**src/rtl/proc_ctrl_fsm_p_if.sv**
```systemverilog
// Control bus between the processor controller and its datapath.
// The master side is the controller: it samples the instruction and status,
// and it drives every PC, IR, memory, register-file and ALU control line.
interface proc_ctrl_fsm_p_if #(
  parameter int IR_W    = 16,
  parameter int DADDR_W = 8,
  parameter int RADDR_W = 4,
  parameter int ALU_W   = 3
);
  logic [IR_W-1:0]    IR;
  logic               RF_Ra_zero;
  logic               Resume;
  logic               PC_clr;
  logic               PC_up;
  logic               PC_ld;
  logic [DADDR_W-1:0] PC_off;
  logic               IR_Ld;
  logic [DADDR_W-1:0] D_addr;
  logic               D_wr;
  logic [1:0]         RF_s;
  logic [DADDR_W-1:0] Imm;
  logic [RADDR_W-1:0] RF_W_addr;
  logic               RF_W_en;
  logic [RADDR_W-1:0] RF_Ra_addr;
  logic [RADDR_W-1:0] RF_Rb_addr;
  logic [ALU_W-1:0]   Alu_s0;
  logic               Illegal;
  logic               Halted;
  logic [3:0]         OutState;

  modport master (
    input  IR, RF_Ra_zero, Resume,
    output PC_clr, PC_up, PC_ld, PC_off, IR_Ld, D_addr, D_wr, RF_s, Imm,
           RF_W_addr, RF_W_en, RF_Ra_addr, RF_Rb_addr, Alu_s0, Illegal,
           Halted, OutState
  );

  modport slave (
    output IR, RF_Ra_zero, Resume,
    input  PC_clr, PC_up, PC_ld, PC_off, IR_Ld, D_addr, D_wr, RF_s, Imm,
           RF_W_addr, RF_W_en, RF_Ra_addr, RF_Rb_addr, Alu_s0, Illegal,
           Halted, OutState
  );
endinterface

```
**src/rtl/proc_ctrl_fsm_p.sv**
```systemverilog
// Second-generation controller FSM for the programmable processor datapath.
// Decodes the instruction register and drives the datapath control lines.
//
// state    | enc | meaning
// INIT     |  0  | clear PC, entered on reset or an unused encoding
// FETCH    |  1  | load IR, increment PC
// DECODE   |  2  | dispatch on opcode, flag unknown opcodes, arm load timer
// NOOP     |  3  | idle for one cycle
// LOAD_A   |  4  | present data address, wait MEM_LAT cycles for read data
// LOAD_B   |  5  | write memory read data into the register file
// STORE    |  6  | write register A to data memory
// ALU      |  7  | Ra op Rb -> Rw (op 3 add, op 4 sub)
// LDI      |  8  | write zero-extended immediate into Rw
// HALT     |  9  | park until Resume
// JPZ      | 10  | add signed offset to PC when register A is zero
module proc_ctrl_fsm_p #(
  parameter int IR_W    = 16,
  parameter int DADDR_W = 8,
  parameter int RADDR_W = 4,
  parameter int ALU_W   = 3,
  parameter int MEM_LAT = 1
) (
  input logic                 Clk,
  input logic                 Rst,
  proc_ctrl_fsm_p_if.master   bus
);

  typedef enum logic [3:0] {
    S_INIT   = 4'd0,
    S_FETCH  = 4'd1,
    S_DECODE = 4'd2,
    S_NOOP   = 4'd3,
    S_LOAD_A = 4'd4,
    S_LOAD_B = 4'd5,
    S_STORE  = 4'd6,
    S_ALU    = 4'd7,
    S_LDI    = 4'd8,
    S_HALT   = 4'd9,
    S_JPZ    = 4'd10
  } state_t;

  // Four bits comfortably holds MEM_LAT-1 for the supported 1..8 range.
  localparam int CNT_W = 4;
  localparam logic [CNT_W-1:0] LAT_LOAD = CNT_W'(MEM_LAT - 1);

  state_t           state_q, state_d;
  logic [CNT_W-1:0] cnt_q, cnt_d;
  logic [3:0]       opcode;

  assign opcode = bus.IR[IR_W-1 -: 4];

  // State and load-latency timer registers; reset is asynchronous.
  always_ff @(posedge Clk or posedge Rst) begin
    if (Rst) begin
      state_q <= S_INIT;
      cnt_q   <= '0;
    end else begin
      state_q <= state_d;
      cnt_q   <= cnt_d;
    end
  end

  // Next-state logic; the timer is armed in DECODE and counts down in LOAD_A.
  always_comb begin
    state_d = S_INIT;
    cnt_d   = cnt_q;
    case (state_q)
      S_INIT:   state_d = S_FETCH;
      S_FETCH:  state_d = S_DECODE;
      S_DECODE: begin
        cnt_d = LAT_LOAD;
        case (opcode)
          4'd0:    state_d = S_NOOP;
          4'd1:    state_d = S_STORE;
          4'd2:    state_d = S_LOAD_A;
          4'd3:    state_d = S_ALU;
          4'd4:    state_d = S_ALU;
          4'd5:    state_d = S_HALT;
          4'd6:    state_d = S_LDI;
          4'd7:    state_d = S_JPZ;
          default: state_d = S_FETCH;
        endcase
      end
      S_LOAD_A: begin
        if (cnt_q == '0) begin
          state_d = S_LOAD_B;
        end else begin
          state_d = S_LOAD_A;
          cnt_d   = cnt_q - 1'b1;
        end
      end
      S_NOOP, S_LOAD_B, S_STORE, S_ALU, S_LDI, S_JPZ: state_d = S_FETCH;
      S_HALT:   state_d = bus.Resume ? S_FETCH : S_HALT;
      default:  state_d = S_INIT;
    endcase
  end

  // Output decode from the current state; instruction fields come straight from IR.
  always_comb begin
    bus.PC_clr     = 1'b0;
    bus.PC_up      = 1'b0;
    bus.PC_ld      = 1'b0;
    bus.PC_off     = '0;
    bus.IR_Ld      = 1'b0;
    bus.D_addr     = '0;
    bus.D_wr       = 1'b0;
    bus.RF_s       = 2'd0;
    bus.Imm        = '0;
    bus.RF_W_addr  = '0;
    bus.RF_W_en    = 1'b0;
    bus.RF_Ra_addr = '0;
    bus.RF_Rb_addr = '0;
    bus.Alu_s0     = '0;
    bus.Illegal    = 1'b0;
    bus.Halted     = 1'b0;
    case (state_q)
      S_INIT:   bus.PC_clr = 1'b1;
      S_FETCH: begin
        bus.IR_Ld = 1'b1;
        bus.PC_up = 1'b1;
      end
      S_DECODE: bus.Illegal = (opcode > 4'd7);
      S_LOAD_A: begin
        bus.D_addr    = bus.IR[RADDR_W +: DADDR_W];
        bus.RF_s      = 2'd1;
        bus.RF_W_addr = bus.IR[RADDR_W-1:0];
      end
      S_LOAD_B: begin
        bus.D_addr    = bus.IR[RADDR_W +: DADDR_W];
        bus.RF_s      = 2'd1;
        bus.RF_W_addr = bus.IR[RADDR_W-1:0];
        bus.RF_W_en   = 1'b1;
      end
      S_STORE: begin
        bus.D_addr     = bus.IR[DADDR_W-1:0];
        bus.RF_Ra_addr = bus.IR[DADDR_W +: RADDR_W];
        bus.D_wr       = 1'b1;
      end
      S_ALU: begin
        bus.RF_Ra_addr = bus.IR[2*RADDR_W +: RADDR_W];
        bus.RF_Rb_addr = bus.IR[RADDR_W +: RADDR_W];
        bus.RF_W_addr  = bus.IR[RADDR_W-1:0];
        bus.RF_W_en    = 1'b1;
        bus.Alu_s0     = (opcode == 4'd3) ? ALU_W'(1) : ALU_W'(2);
      end
      S_LDI: begin
        bus.Imm       = bus.IR[RADDR_W +: DADDR_W];
        bus.RF_s      = 2'd2;
        bus.RF_W_addr = bus.IR[RADDR_W-1:0];
        bus.RF_W_en   = 1'b1;
      end
      S_JPZ: begin
        bus.RF_Ra_addr = bus.IR[DADDR_W +: RADDR_W];
        bus.PC_off     = bus.IR[DADDR_W-1:0];
        bus.PC_ld      = bus.RF_Ra_zero;
      end
      S_HALT:   bus.Halted = 1'b1;
      default:  ;
    endcase
  end

  assign bus.OutState = state_q;

endmodule
```
**src/flat_wrapper.sv**
```systemverilog
// flat-port wrapper written by rule: the top's interface ports become plain ports
module proc_ctrl_fsm_p_flat 
#(
  parameter int IR_W    = 16,
  parameter int DADDR_W = 8,
  parameter int RADDR_W = 4,
  parameter int ALU_W   = 3,
  parameter int MEM_LAT = 1
)
  (Clk, Rst, bus_IR, bus_RF_Ra_zero, bus_Resume, bus_PC_clr, bus_PC_up, bus_PC_ld, bus_PC_off, bus_IR_Ld, bus_D_addr, bus_D_wr, bus_RF_s, bus_Imm, bus_RF_W_addr, bus_RF_W_en, bus_RF_Ra_addr, bus_RF_Rb_addr, bus_Alu_s0, bus_Illegal, bus_Halted, bus_OutState);
  proc_ctrl_fsm_p_if #(.IR_W(IR_W), .DADDR_W(DADDR_W), .RADDR_W(RADDR_W), .ALU_W(ALU_W)) bus_i ();
  input logic Clk;
  input logic Rst;
  input wire logic [$bits(bus_i.IR)-1:0] bus_IR;
  input wire logic [$bits(bus_i.RF_Ra_zero)-1:0] bus_RF_Ra_zero;
  input wire logic [$bits(bus_i.Resume)-1:0] bus_Resume;
  output wire logic [$bits(bus_i.PC_clr)-1:0] bus_PC_clr;
  output wire logic [$bits(bus_i.PC_up)-1:0] bus_PC_up;
  output wire logic [$bits(bus_i.PC_ld)-1:0] bus_PC_ld;
  output wire logic [$bits(bus_i.PC_off)-1:0] bus_PC_off;
  output wire logic [$bits(bus_i.IR_Ld)-1:0] bus_IR_Ld;
  output wire logic [$bits(bus_i.D_addr)-1:0] bus_D_addr;
  output wire logic [$bits(bus_i.D_wr)-1:0] bus_D_wr;
  output wire logic [$bits(bus_i.RF_s)-1:0] bus_RF_s;
  output wire logic [$bits(bus_i.Imm)-1:0] bus_Imm;
  output wire logic [$bits(bus_i.RF_W_addr)-1:0] bus_RF_W_addr;
  output wire logic [$bits(bus_i.RF_W_en)-1:0] bus_RF_W_en;
  output wire logic [$bits(bus_i.RF_Ra_addr)-1:0] bus_RF_Ra_addr;
  output wire logic [$bits(bus_i.RF_Rb_addr)-1:0] bus_RF_Rb_addr;
  output wire logic [$bits(bus_i.Alu_s0)-1:0] bus_Alu_s0;
  output wire logic [$bits(bus_i.Illegal)-1:0] bus_Illegal;
  output wire logic [$bits(bus_i.Halted)-1:0] bus_Halted;
  output wire logic [$bits(bus_i.OutState)-1:0] bus_OutState;
  assign bus_i.IR = bus_IR;
  assign bus_i.RF_Ra_zero = bus_RF_Ra_zero;
  assign bus_i.Resume = bus_Resume;
  assign bus_PC_clr = bus_i.PC_clr;
  assign bus_PC_up = bus_i.PC_up;
  assign bus_PC_ld = bus_i.PC_ld;
  assign bus_PC_off = bus_i.PC_off;
  assign bus_IR_Ld = bus_i.IR_Ld;
  assign bus_D_addr = bus_i.D_addr;
  assign bus_D_wr = bus_i.D_wr;
  assign bus_RF_s = bus_i.RF_s;
  assign bus_Imm = bus_i.Imm;
  assign bus_RF_W_addr = bus_i.RF_W_addr;
  assign bus_RF_W_en = bus_i.RF_W_en;
  assign bus_RF_Ra_addr = bus_i.RF_Ra_addr;
  assign bus_RF_Rb_addr = bus_i.RF_Rb_addr;
  assign bus_Alu_s0 = bus_i.Alu_s0;
  assign bus_Illegal = bus_i.Illegal;
  assign bus_Halted = bus_i.Halted;
  assign bus_OutState = bus_i.OutState;
  proc_ctrl_fsm_p #(.IR_W(IR_W), .DADDR_W(DADDR_W), .RADDR_W(RADDR_W), .ALU_W(ALU_W), .MEM_LAT(MEM_LAT)) u_core (.Clk(Clk), .Rst(Rst), .bus(bus_i));
endmodule
```
**config.mk**
```make
export PLATFORM = sky130hd
export DESIGN_NAME = proc_ctrl_fsm_p_flat
export DESIGN_NICKNAME = d
export VERILOG_FILES = /design/src/rtl/proc_ctrl_fsm_p_if.sv /design/src/rtl/proc_ctrl_fsm_p.sv /design/src/flat_wrapper.sv
export SDC_FILE = /design/constraint.sdc
export NUM_CORES = 1
export LEC_CHECK = 0
export BUFFER_PORTS_ARGS = -buffer_cell sky130_fd_sc_hd__buf_4
export CAP_MARGIN = 15
export CORE_MARGIN = 5
export CORE_UTILIZATION = 39
export DETAILED_ROUTE_END_ITERATION = 10
export GPL_TIMING_DRIVEN = 0
export PLACE_DENSITY = 0.79
export SLEW_MARGIN = 20
export SYNTH_ARGS = -nofsm -noshare
export SYNTH_HDL_FRONTEND = slang
export SYNTH_SLANG_ARGS = --single-unit
```
**constraint.sdc**
```tcl
create_clock -name Clk -period 2.1 [get_ports Clk]
set_input_delay 0.21 -clock Clk [delete_from_list [all_inputs] [get_ports Clk]]
set_output_delay 0.21 -clock Clk [all_outputs]
set_load 0.005 [all_outputs]
```
==> out/qor.txt <==
Crit-path cells = clkbuf_2 -> nor2b_2 -> o21ai_0 -> nor2_1 -> buf_4
Mapped Cells = 123
Crit path max fanout = 10
CP bufs+invs = 2
Post-synth top cells = and2_1, nor2_1, inv_1
Overall routing resource usage = 18.9%
Area of the multi-input gates = 674 um2
Clock power share = 13.3%
Critical path arrival = 1.79 ns
Largest net degree at the start of global routing = 13
Max-slew headroom = 65.1%
DR WL/cell = 15.7 um
Count leader, synth = and2_1
Hpwl dp = 2880 um
Final min period = 2.00 ns
Non-Filler Instances = 225
Rows = 17
Sequential power share = 23.7%
Synthesis-to-layout area growth = 66.0%
Filler cells = 197
Area leader, netlist = dfrtp_1
Antenna violations before repair = 0
CP Depth = 5
Die W = 59.1 um
Power density over the cells = 590 nW/um2
Synth Warn # = 0
Antenna cell count = 0
Clock transition at path regs = 0.05 ns
Clock buffer depth = 2
#FFs+latches synth = 8
Max stage delay cell, worst path = o21ai_0
GRT Residual Overflow = 0
First-pass GRT wire length = 5090 um
Final hold violation count = 0
Final Util = 69.2%
Total CTS buffers = 3
Avg Cell Area, Syn = 7.64 um2
DRT iter0 DRCs = 54
Vias/cell = 5.26
GP Congestion = 0.802
Setup violators final = 0
CTS tree = done
XOR/XNOR share of the synthesized area = 0%
IR drop worst, VDD = 0.492 mV
Clk sinks = 8
Crit Path Class = reg -> out
Port Buffers = 71
Syn Std Cell Area = 940 um2
Placed Cells = 222
Distinct cells, synth = 32
Clk Latency, worst-skew pair = 0.26 ns
Fraction of registers with async set/reset = 100%
# IOs = 73
Leakage = 0.838 nW
CP delay by family, top = compound AO/OA/AOI/OAI gates
Core area = 2250 um2
Slew @ Worst Pin = 0.519 ns
Outcome = finished clean
Synth top area share = 21.3%
Sw frac = 41.1%
Smallest setup slack after layout = 0.0952 ns
Pint = 0.000542 W
Register area = 201 um2
Syn_nets = 148
Die Y = 59.1 um
Register area share after synthesis = 21.3%
Layout cell share with drive strength beyond 1 = 44.7%
Starting density of the core = 41.7%
Post-synthesis mux area share = 4.39%
Switch Pwr = 0.000378 W
Post-route ant nets = 0
Residual DRC = 0
CP endpoint kind = output pin
Htree depth = 1
Layout Skew = 0.000464 ns
CP max stage delay = 0.45 ns
Startpoint Class = flop
Reg2Reg Setup Slack = 0.33 ns
Pwr Total = 0.000920 W
Max Cap Viol = 0
Post-Synth Simple-Gate Area = 37.0%
Vias in the first global route = 1070
EDFF count, synth = 0
Synth Flop Type = dfrtp_1
Layout Nets = 224
Min-Delay Path Depth = 2
Via count = 1184
Final WL = 3530 um
Worst Path Required = 1.89 ns
Post-Synth Adder-Cell Area = 6.66%
Compound-Gate Fraction of Synth Area = 21.0%
Dpl ws = 0.0691 ns
Synth top area cells = dfrtp_1, and2_1, a22o_1
Largest family of logic cells by synthesized area = simple AND/OR/NAND/NOR gates
Die area = 3490 um2
R2R cell count = 4
Worst hold path type = in -> reg
Fmax = 0.499 GHz
Pre-antenna DRT Iters = 6
Max Slew Vio Count = 0
Period utilisation layout = 95.5%
Root Driver = clkbuf_4
Combinational power share = 63.0%
cells in the final DEF (no fill, tap or decap):
master,instances
or3_1,1
and2_1,18
clkbuf_2,1
nor2b_2,1
ha_1,5
nor3b_1,2
and3_1,2
o2bb2ai_1,1
nor2_2,3
mux2_2,1
nand2b_1,7
inv_1,11
a21o_1,3
a21oi_1,3
nor3_1,1
conb_1,1
nor4b_2,1
or4_1,1
dfrtp_2,1
buf_6,1
or4b_1,1
nand2_1,3
or4b_4,1
clkbuf_4,3
dfrtp_1,7
o21ai_0,4
o21ai_1,1
a222oi_1,1
a21boi_0,5
o32ai_1,1
dlygate4sd3_1,1
a22o_1,8
or4b_2,1
clkbuf_1,3
nor2_1,10
mux2i_1,3
nor3_2,1
nor4_1,5
buf_4,73
registers in the layout (all words and copies together) (netlist names):
| name | count |
|---|---|
| u_core.cnt_q | 4 |
| u_core.bus.OutState | 4 |
layout make-up:
cell class | count | share of cell area [%]
plain buffers | 7 | 2.73
inverters | 11 | 2.65
clock buffers | 3 | 1.44
repair buffers | 72 | 34.8
well taps | 28 | 2.25
flip-flops and latches | 8 | 12.9
multi-input cells | 96 | 43.2
logic make-up after synthesis:
| family | count (synthesis) |
|---|---|
| AOI/OAI and AO/OA | 27 |
| and+or+nand+nor | 59 |
| adders and majority gates | 5 |
| buffers and inverters | 19 |
| other | 1 |
| muxes | 4 |
| DFF | 8 |
power by group through the flow:
stage | Clock (W) | Sequential (W) | Combinational, W
floorplan | 0 | 0.000207 | 0.000303
global placement | 0 | 0.000209 | 0.000550
detailed placement | 0 | 0.000213 | 0.000561
CTS | 0.000125 | 0.000216 | 0.000568
global route | 0.000136 | 0.000225 | 0.000620
finish | 0.000122 | 0.000218 | 0.000579
repair_timing:
item,in CTS,in global routing
hold buffers,1,0
endpoints found under the hold margin,8,0
setup endpoints to repair,26,5
setup buffers,0,0
resized for setup,5,4
worst paths after layout:
path | start | end
min in group asynchronous | Rst | u_core.cnt_q[1]
worst min register to register | u_core.cnt_q[0] | u_core.cnt_q[0]
worst max-delay path | u_core.bus.OutState[2] | bus_RF_Ra_addr[2]
max in group asynchronous | Rst | u_core.bus.OutState[3]
worst max register to register | u_core.bus.OutState[0] | u_core.cnt_q[2]
worst min-delay path | bus_Resume | u_core.bus.OutState[3]
metrics by stage:
| step | TNS [ns] | instance area (um2) | hold WS [ns] |
|---|---|---|---|
| 6_report | 0 | 1560 | 0.156 |
| 5_1_grt | -0.0215 | 1560 | 0.148 |
| 4_1_cts | 0 | 1550 | 0.151 |
| 3_5_place_dp | 0 | 1510 | 0.184 |
| 3_3_place_gp | 0 | 1510 | 0.170 |
| 2_1_floorplan | 0 | 940 | 0.0257 |
metal layers:
metal	vias to the layer above	part of all wire, %	global-route usage, %	routed length [um]
met5	-	0	0	0
met4	0	3.1	8.09	110
met3	13	7.4	3.05	262
met2	59	54	33.8	1920
met1	537	35	21.9	1240
li1	575	-	-	-
(Power assumes the default switching activity.)
